<file path="config.mk">
export PLATFORM = sky130hd
export DESIGN_NAME = instr_fetch_queue
export DESIGN_NICKNAME = d
export VERILOG_FILES = /design/src/rtl/proc_pkg.sv /design/src/rtl/ifq_fifo.sv /design/src/rtl/instr_fetch_queue.sv
export SDC_FILE = /design/constraint.sdc
export NUM_CORES = 1
export LEC_CHECK = 0
export ABC_AREA = 1
export BUFFER_PORTS_ARGS = -buffer_cell sky130_fd_sc_hd__buf_2
export CORE_MARGIN = 4
export CORE_UTILIZATION = 30
export CTS_BUF_LIST = sky130_fd_sc_hd__clkbuf_8 sky130_fd_sc_hd__clkbuf_16
export CTS_CLUSTER_DIAMETER = 40
export CTS_CLUSTER_SIZE = 20
export DETAILED_ROUTE_END_ITERATION = 10
export HOLD_SLACK_MARGIN = 0.05
export MAX_ROUTING_LAYER = met4
export PLACE_DENSITY = 0.49
export REMOVE_ABC_BUFFERS = 1
export SYNTH_ARGS = -nofsm -noshare
export SYNTH_HDL_FRONTEND = slang
export SYNTH_SLANG_ARGS = --single-unit
</file>
<file path="constraint.sdc">
create_clock -name clk -period 4.7 [get_ports clk]
set_clock_uncertainty 0.15 [all_clocks]
set_input_delay 0.705 -clock clk [delete_from_list [all_inputs] [get_ports clk]]
set_output_delay 0.705 -clock clk [all_outputs]
set_load 0.02 [all_outputs]
</file>
<file path="src/rtl/proc_pkg.sv">
// Shared types and constants for the instruction prefetch queue.
// Holds the FIFO entry layout and the fetch-word geometry used by the parent and the FIFO.
package proc_pkg;

    typedef struct packed {
        logic [31:0] pc;
        logic [31:0] instr;
        logic        err;
    } ifq_entry_t;

    localparam logic [31:0] NOP_INSTR  = 32'h0000_0013;
    localparam int unsigned WORD_BYTES = 4;

    function automatic logic [31:0] word_align(input logic [31:0] addr);
        return addr & ~32'h0000_0003;
    endfunction

endpackage

</file>
<file path="src/rtl/ifq_fifo.sv">
// Synchronous FIFO of ifq_entry_t with a flush input.
// Occupancy is tracked with a counter, so full and empty never depend on pointer equality.
module ifq_fifo
    import proc_pkg::*;
#(
    parameter int unsigned DEPTH = 4,
    localparam int unsigned PW   = $clog2(DEPTH),
    localparam int unsigned CW   = $clog2(DEPTH + 1)
) (
    input  logic            clk,
    input  logic            rst,
    input  logic            push,
    input  logic            pop,
    input  logic            clear,
    input  ifq_entry_t      wdata,
    output ifq_entry_t      rdata,
    output logic            full,
    output logic            empty,
    output logic [CW-1:0]   count
);

    ifq_entry_t    mem_q [DEPTH];
    logic [PW-1:0] wr_ptr_q, wr_ptr_d;
    logic [PW-1:0] rd_ptr_q, rd_ptr_d;
    logic [CW-1:0] count_q, count_d;

    always_comb begin
        wr_ptr_d = wr_ptr_q;
        rd_ptr_d = rd_ptr_q;
        count_d  = count_q;
        if (clear) begin
            wr_ptr_d = '0;
            rd_ptr_d = '0;
            count_d  = '0;
        end else begin
            if (push) wr_ptr_d = wr_ptr_q + PW'(1);
            if (pop)  rd_ptr_d = rd_ptr_q + PW'(1);
            count_d = count_q + CW'(push) - CW'(pop);
        end
    end

    always_ff @(posedge clk or posedge rst) begin
        if (rst) begin
            wr_ptr_q <= '0;
            rd_ptr_q <= '0;
            count_q  <= '0;
        end else begin
            wr_ptr_q <= wr_ptr_d;
            rd_ptr_q <= rd_ptr_d;
            count_q  <= count_d;
        end
    end

    // Storage needs no reset; only slots covered by count are ever read out.
    always_ff @(posedge clk) begin
        if (push && !clear) mem_q[wr_ptr_q] <= wdata;
    end

    assign rdata = mem_q[rd_ptr_q];
    assign count = count_q;
    assign empty = (count_q == '0);
    assign full  = (count_q == CW'(DEPTH));

endmodule

</file>
<file path="src/rtl/instr_fetch_queue.sv">
// Decoupled instruction prefetch queue: issues imem requests, buffers tagged responses, flushes on redirect.
// Define IFQ_BYPASS_EN to present a response directly on the outputs when the FIFO is empty.
module instr_fetch_queue
    import proc_pkg::*;
#(
    parameter int unsigned DEPTH           = 4,
    parameter int unsigned MAX_OUTSTANDING = 2,
    parameter logic [31:0] RESET_PC        = 32'h0000_0000
) (
    input  logic        clk,
    input  logic        rst,
    input  logic        redirect_valid,
    input  logic [31:0] redirect_addr,
    input  logic        pop,
    output logic        instr_valid,
    output logic [31:0] instr,
    output logic [31:0] pc,
    output logic        err,
    output logic        imem_req,
    output logic [31:0] imem_addr,
    input  logic        imem_gnt,
    input  logic        imem_rvalid,
    input  logic [31:0] imem_rdata,
    input  logic        imem_err
);

    localparam int unsigned CW = $clog2(DEPTH + 1);

    logic [CW-1:0] outstanding_q, outstanding_d;
    logic [CW-1:0] discard_q, discard_d;
    logic [31:0]   fetch_pc_q, fetch_pc_d;
    logic [31:0]   push_pc_q, push_pc_d;

    logic          fifo_push, fifo_pop, fifo_full, fifo_empty;
    logic [CW-1:0] fifo_count;
    ifq_entry_t    fifo_wdata, fifo_rdata;
    logic [CW:0]   occupancy;
    logic          grant, rsp_keep, bypass;

    // Reserving FIFO space for every outstanding request is what makes overflow impossible.
    assign occupancy = {1'b0, fifo_count} + {1'b0, outstanding_q};
    assign imem_req  = !rst && !redirect_valid && (occupancy < (CW + 1)'(DEPTH))
                       && (outstanding_q < CW'(MAX_OUTSTANDING));
    assign imem_addr = fetch_pc_q;
    assign grant     = imem_req && imem_gnt;
    assign rsp_keep  = imem_rvalid && (discard_q == '0) && !redirect_valid;

`ifdef IFQ_BYPASS_EN
    assign bypass = rsp_keep && fifo_empty;
`else
    assign bypass = 1'b0;
`endif

    assign fifo_wdata = '{pc: push_pc_q, instr: imem_rdata, err: imem_err};
    assign fifo_push  = rsp_keep && !(bypass && pop);
    assign fifo_pop   = pop && !fifo_empty && !redirect_valid && !bypass;

    ifq_fifo #(.DEPTH(DEPTH)) u_fifo (
        .clk   (clk),
        .rst   (rst),
        .push  (fifo_push),
        .pop   (fifo_pop),
        .clear (redirect_valid),
        .wdata (fifo_wdata),
        .rdata (fifo_rdata),
        .full  (fifo_full),
        .empty (fifo_empty),
        .count (fifo_count)
    );

    always_comb begin
        instr_valid = 1'b0;
        instr       = NOP_INSTR;
        pc          = push_pc_q;
        err         = 1'b0;
        if (bypass) begin
            instr_valid = 1'b1;
            instr       = imem_rdata;
            err         = imem_err;
        end else if (!fifo_empty) begin
            instr_valid = 1'b1;
            instr       = fifo_rdata.instr;
            pc          = fifo_rdata.pc;
            err         = fifo_rdata.err;
        end
    end

    // A redirect turns every request still in flight into one to drop, except a response landing now.
    always_comb begin
        outstanding_d = outstanding_q + CW'(grant) - CW'(imem_rvalid);
        discard_d     = discard_q;
        fetch_pc_d    = fetch_pc_q;
        push_pc_d     = push_pc_q;
        if (redirect_valid) begin
            discard_d  = outstanding_q - CW'(imem_rvalid);
            fetch_pc_d = word_align(redirect_addr);
            push_pc_d  = word_align(redirect_addr);
        end else begin
            if (grant) fetch_pc_d = fetch_pc_q + 32'(WORD_BYTES);
            if (imem_rvalid) begin
                if (discard_q != '0) discard_d = discard_q - CW'(1);
                else                 push_pc_d = push_pc_q + 32'(WORD_BYTES);
            end
        end
    end

    always_ff @(posedge clk or posedge rst) begin
        if (rst) begin
            outstanding_q <= '0;
            discard_q     <= '0;
            fetch_pc_q    <= RESET_PC;
            push_pc_q     <= RESET_PC;
        end else begin
            outstanding_q <= outstanding_d;
            discard_q     <= discard_d;
            fetch_pc_q    <= fetch_pc_d;
            push_pc_q     <= push_pc_d;
        end
    end

    a_no_overflow: assert property (@(posedge clk) disable iff (rst) !(fifo_push && fifo_full));

endmodule

</file>
==> results.md <==
- Routed wire length on met3: 2.58 mm
- Routed vias: 11528
- Static leakage: 7.34 nW
- DR vias/cell: 4.75
- Antenna viol nets, final: 0
- Met2 Wirelength: 20.2 mm
- Die Ht: 232 µm
- Antenna violations before repair: 2
- Status: finished clean
- Synth Instances: 1541
- Cts repair resizes: 0
- WHS: 0.119 ns
- Routed wire length: 44.0 mm
- Setup violators final: 0
- Max incr delay on CP: 0.58 ns
- Relative slew slack: 40.0%
- P per Cell Area: 570 nW/µm²
- DR iter-0 viols: 749
- Starting Density: 30.6%
- TritonRoute pass-1 iters: 5
- Clock buffer depth: 3
- CTS tree: yes
- Share of the synthesized area in the top cell type: 50.1%
- Worst setup path class: flip-flop to output pin
- Root buffer cell: clkbuf_16
- Count leader, synth: nor2_1
- Die area: 54000 µm²
- Vias in the first global route: 11386
- WP buf/inv: 3
- Nets: 1803
- Htree depth: 2
- Final period utilization: 77.8%
- Largest net degree at the start of global routing: 127
- Yosys Warn Count: 0
- Top sig layer: met4
- Post-synth EDFFs: 252
- DRC Markers: 0
- Synth top cells by count: nor2_1 (307), nand2_1 (280), edfxtp_1 (252)
- Syn Area/Cell: 9.81 µm²
- Inst Count DP: 2319
- Max Slew Vio Count: 0
- Met1 wire length: 20.5 mm
- Worst-case reg-to-reg path depth: 12
- Final Hold Vio Count: 0
- Postcts setup bufs: 0
- DP Wirelength: 27.6 mm
- Maximum vdd drop: 0.000347 V
- CP Max Fanout: 49
- Hold Buf Count CTS: 0
- Flop2flop setup slack: 1.91 ns
- Critical-path cell list: clkinv_2 > buf_4 > o21ai_0 > o22ai_1 > nand2_1 > o21ai_0 > buf_2
- FF+latch count, synth: 325
- Most used cell, CP: o21ai_0
- Die X: 232 µm
- Clock sink count: 325
- Critical path capture point type: output pin
- Gr usage total: 16.6%
- Largest area contributor in the netlist: edfxtp_1
- Global route overflow: 0
- Tot Pwr: 0.0105 W
- PortBufs: 163
- First-pass GRT wire length: 67.4 mm
- P&R area growth vs syn: 22.4%
- Distinct cells, synth: 38
- IO Count: 170
- Ys async rst share: 22.5%
- Critical path startpoint category: flip-flop
- Critical Path AT: 2.80 ns
- CORE AREA: 49400 µm²
- Slew of the pin with the lowest slew margin: 0.900 ns
- CTS clk-pin slew, worst paths: 0.05 ns
- Post-synthesis instance area: 15100 µm²
- Peak Freq: 273 MHz
- Worst path slowest cell: clkinv_2
- Avg WL per Cell: 18.1 µm
- Max-cap violations: 0
- Post-route minimum period: 3.66 ns
- Routability cong.: 0.865
- Num CTS Buffers: 56
- Synth area leaders: edfxtp_1 (50%), dfrtp_1 (12%), nor2_1 (7.6%)
- CP top delay family: buffers and inverters
- Non-filler cells, final: 2426
- RSZ-0062 raised after global routing: false
- Crit path depth: 7
- Worst min-delay path class: primary input to asynchronous set/reset pin
- Worst-Skew Late Latency: 0.59 ns
- Share of cells above drive strength 1: 18.9%
- Post-synth top flop: edfxtp_1
- Row count: 81
- CP required: 3.85 ns
- Setup tns final: 0 ns
- Seq/Total Area, Yosys: 62.2%
kinds of logic (layout without fill, tap and decap cells):
family	count (synthesis)	in the layout	share of synthesized area, %
compound gates	302	302	10.7
buf+inv	181	397	5.32
other cells	1	6	0.0248
xor+xnor	13	13	0.753
fa+ha+maj	19	19	1.67
flops	325	325	62.2
simple gates	700	700	19.3
cell type report:
class                      count  area (µm²)
antenna                        2        5.00
inverter                     109         417
clock buffer                  57        1430
multi-input combinational   1038        4960
fill                        5020       30900
clock inverter                48         450
sequential                   325        9400
tap                          664         831
timing repair buffer         183        1020
cells in the final DEF, fill, tap and decap left out, drive strengths merged:
master	netlist	routed
o31ai	1	1
xnor2	3	3
nor2	331	331
diode	0	2
clkbuf	34	57
edfxtp	252	252
o22ai	24	24
nor3	9	9
a22oi	4	4
conb	1	4
buf	38	183
clkinv	0	24
nand3	61	61
a31oi	12	12
inv	109	122
a21oi	60	60
fa	2	2
ha	17	17
o21bai	1	1
nand2	292	292
xor2	10	10
o211ai	15	15
o311ai	3	3
nand4	7	7
dfrtp	73	73
o21ai	182	182
bufinv	0	5
clkinvlp	0	6
registers in the layout (all words and copies together) (netlist names):
| signal | count |
|---|---|
| u_fifo.count | 3 |
| imem_addr | 30 |
| push_pc_q | 30 |
| u_fifo.mem_q | 252 |
| discard_q | 3 |
| outstanding_q | 3 |
| u_fifo.wr_ptr_q | 2 |
| u_fifo.rd_ptr_q | 2 |
through the flow:
stage	cell area, µm²	util, %	worst slack [ns]
floorplan	14700	-	-0.255
global placement	16600	33.7	1.55
CTS	18500	37.5	0.936
finish	18500	37.5	1.04
detailed placement	16600	33.7	1.50
global route	18500	37.5	0.811
report_power, final:
part,switching [W],internal (W)
registers,0.000235,0.00335
clock network,0.00147,0.00250
logic,0.00216,0.000834
total,0.00386,0.00669
path summary, 6_finish.rpt:
kind | start | to
worst max-delay path | u_fifo.rd_ptr_q[0] | pc[24]
worst min-delay path | rst | imem_addr[15]
worst max register to register | u_fifo.count[1] | u_fifo.count[2]
worst min register to register | outstanding_q[0] | outstanding_q[0]
max in group asynchronous | rst | u_fifo.rd_ptr_q[0]
min in group clk | imem_rdata[3] | u_fifo.mem_q[0][4]
metal layers:
metal / GRT usage [%] / vias up
li1: - / 5591
met1: 22.7 / 5559
met2: 25.8 / 325
met3: 3.35 / 53
met4: 3.57 / 0
met5: - / -
No activity file was read; power rests on OpenSTA's default activity.
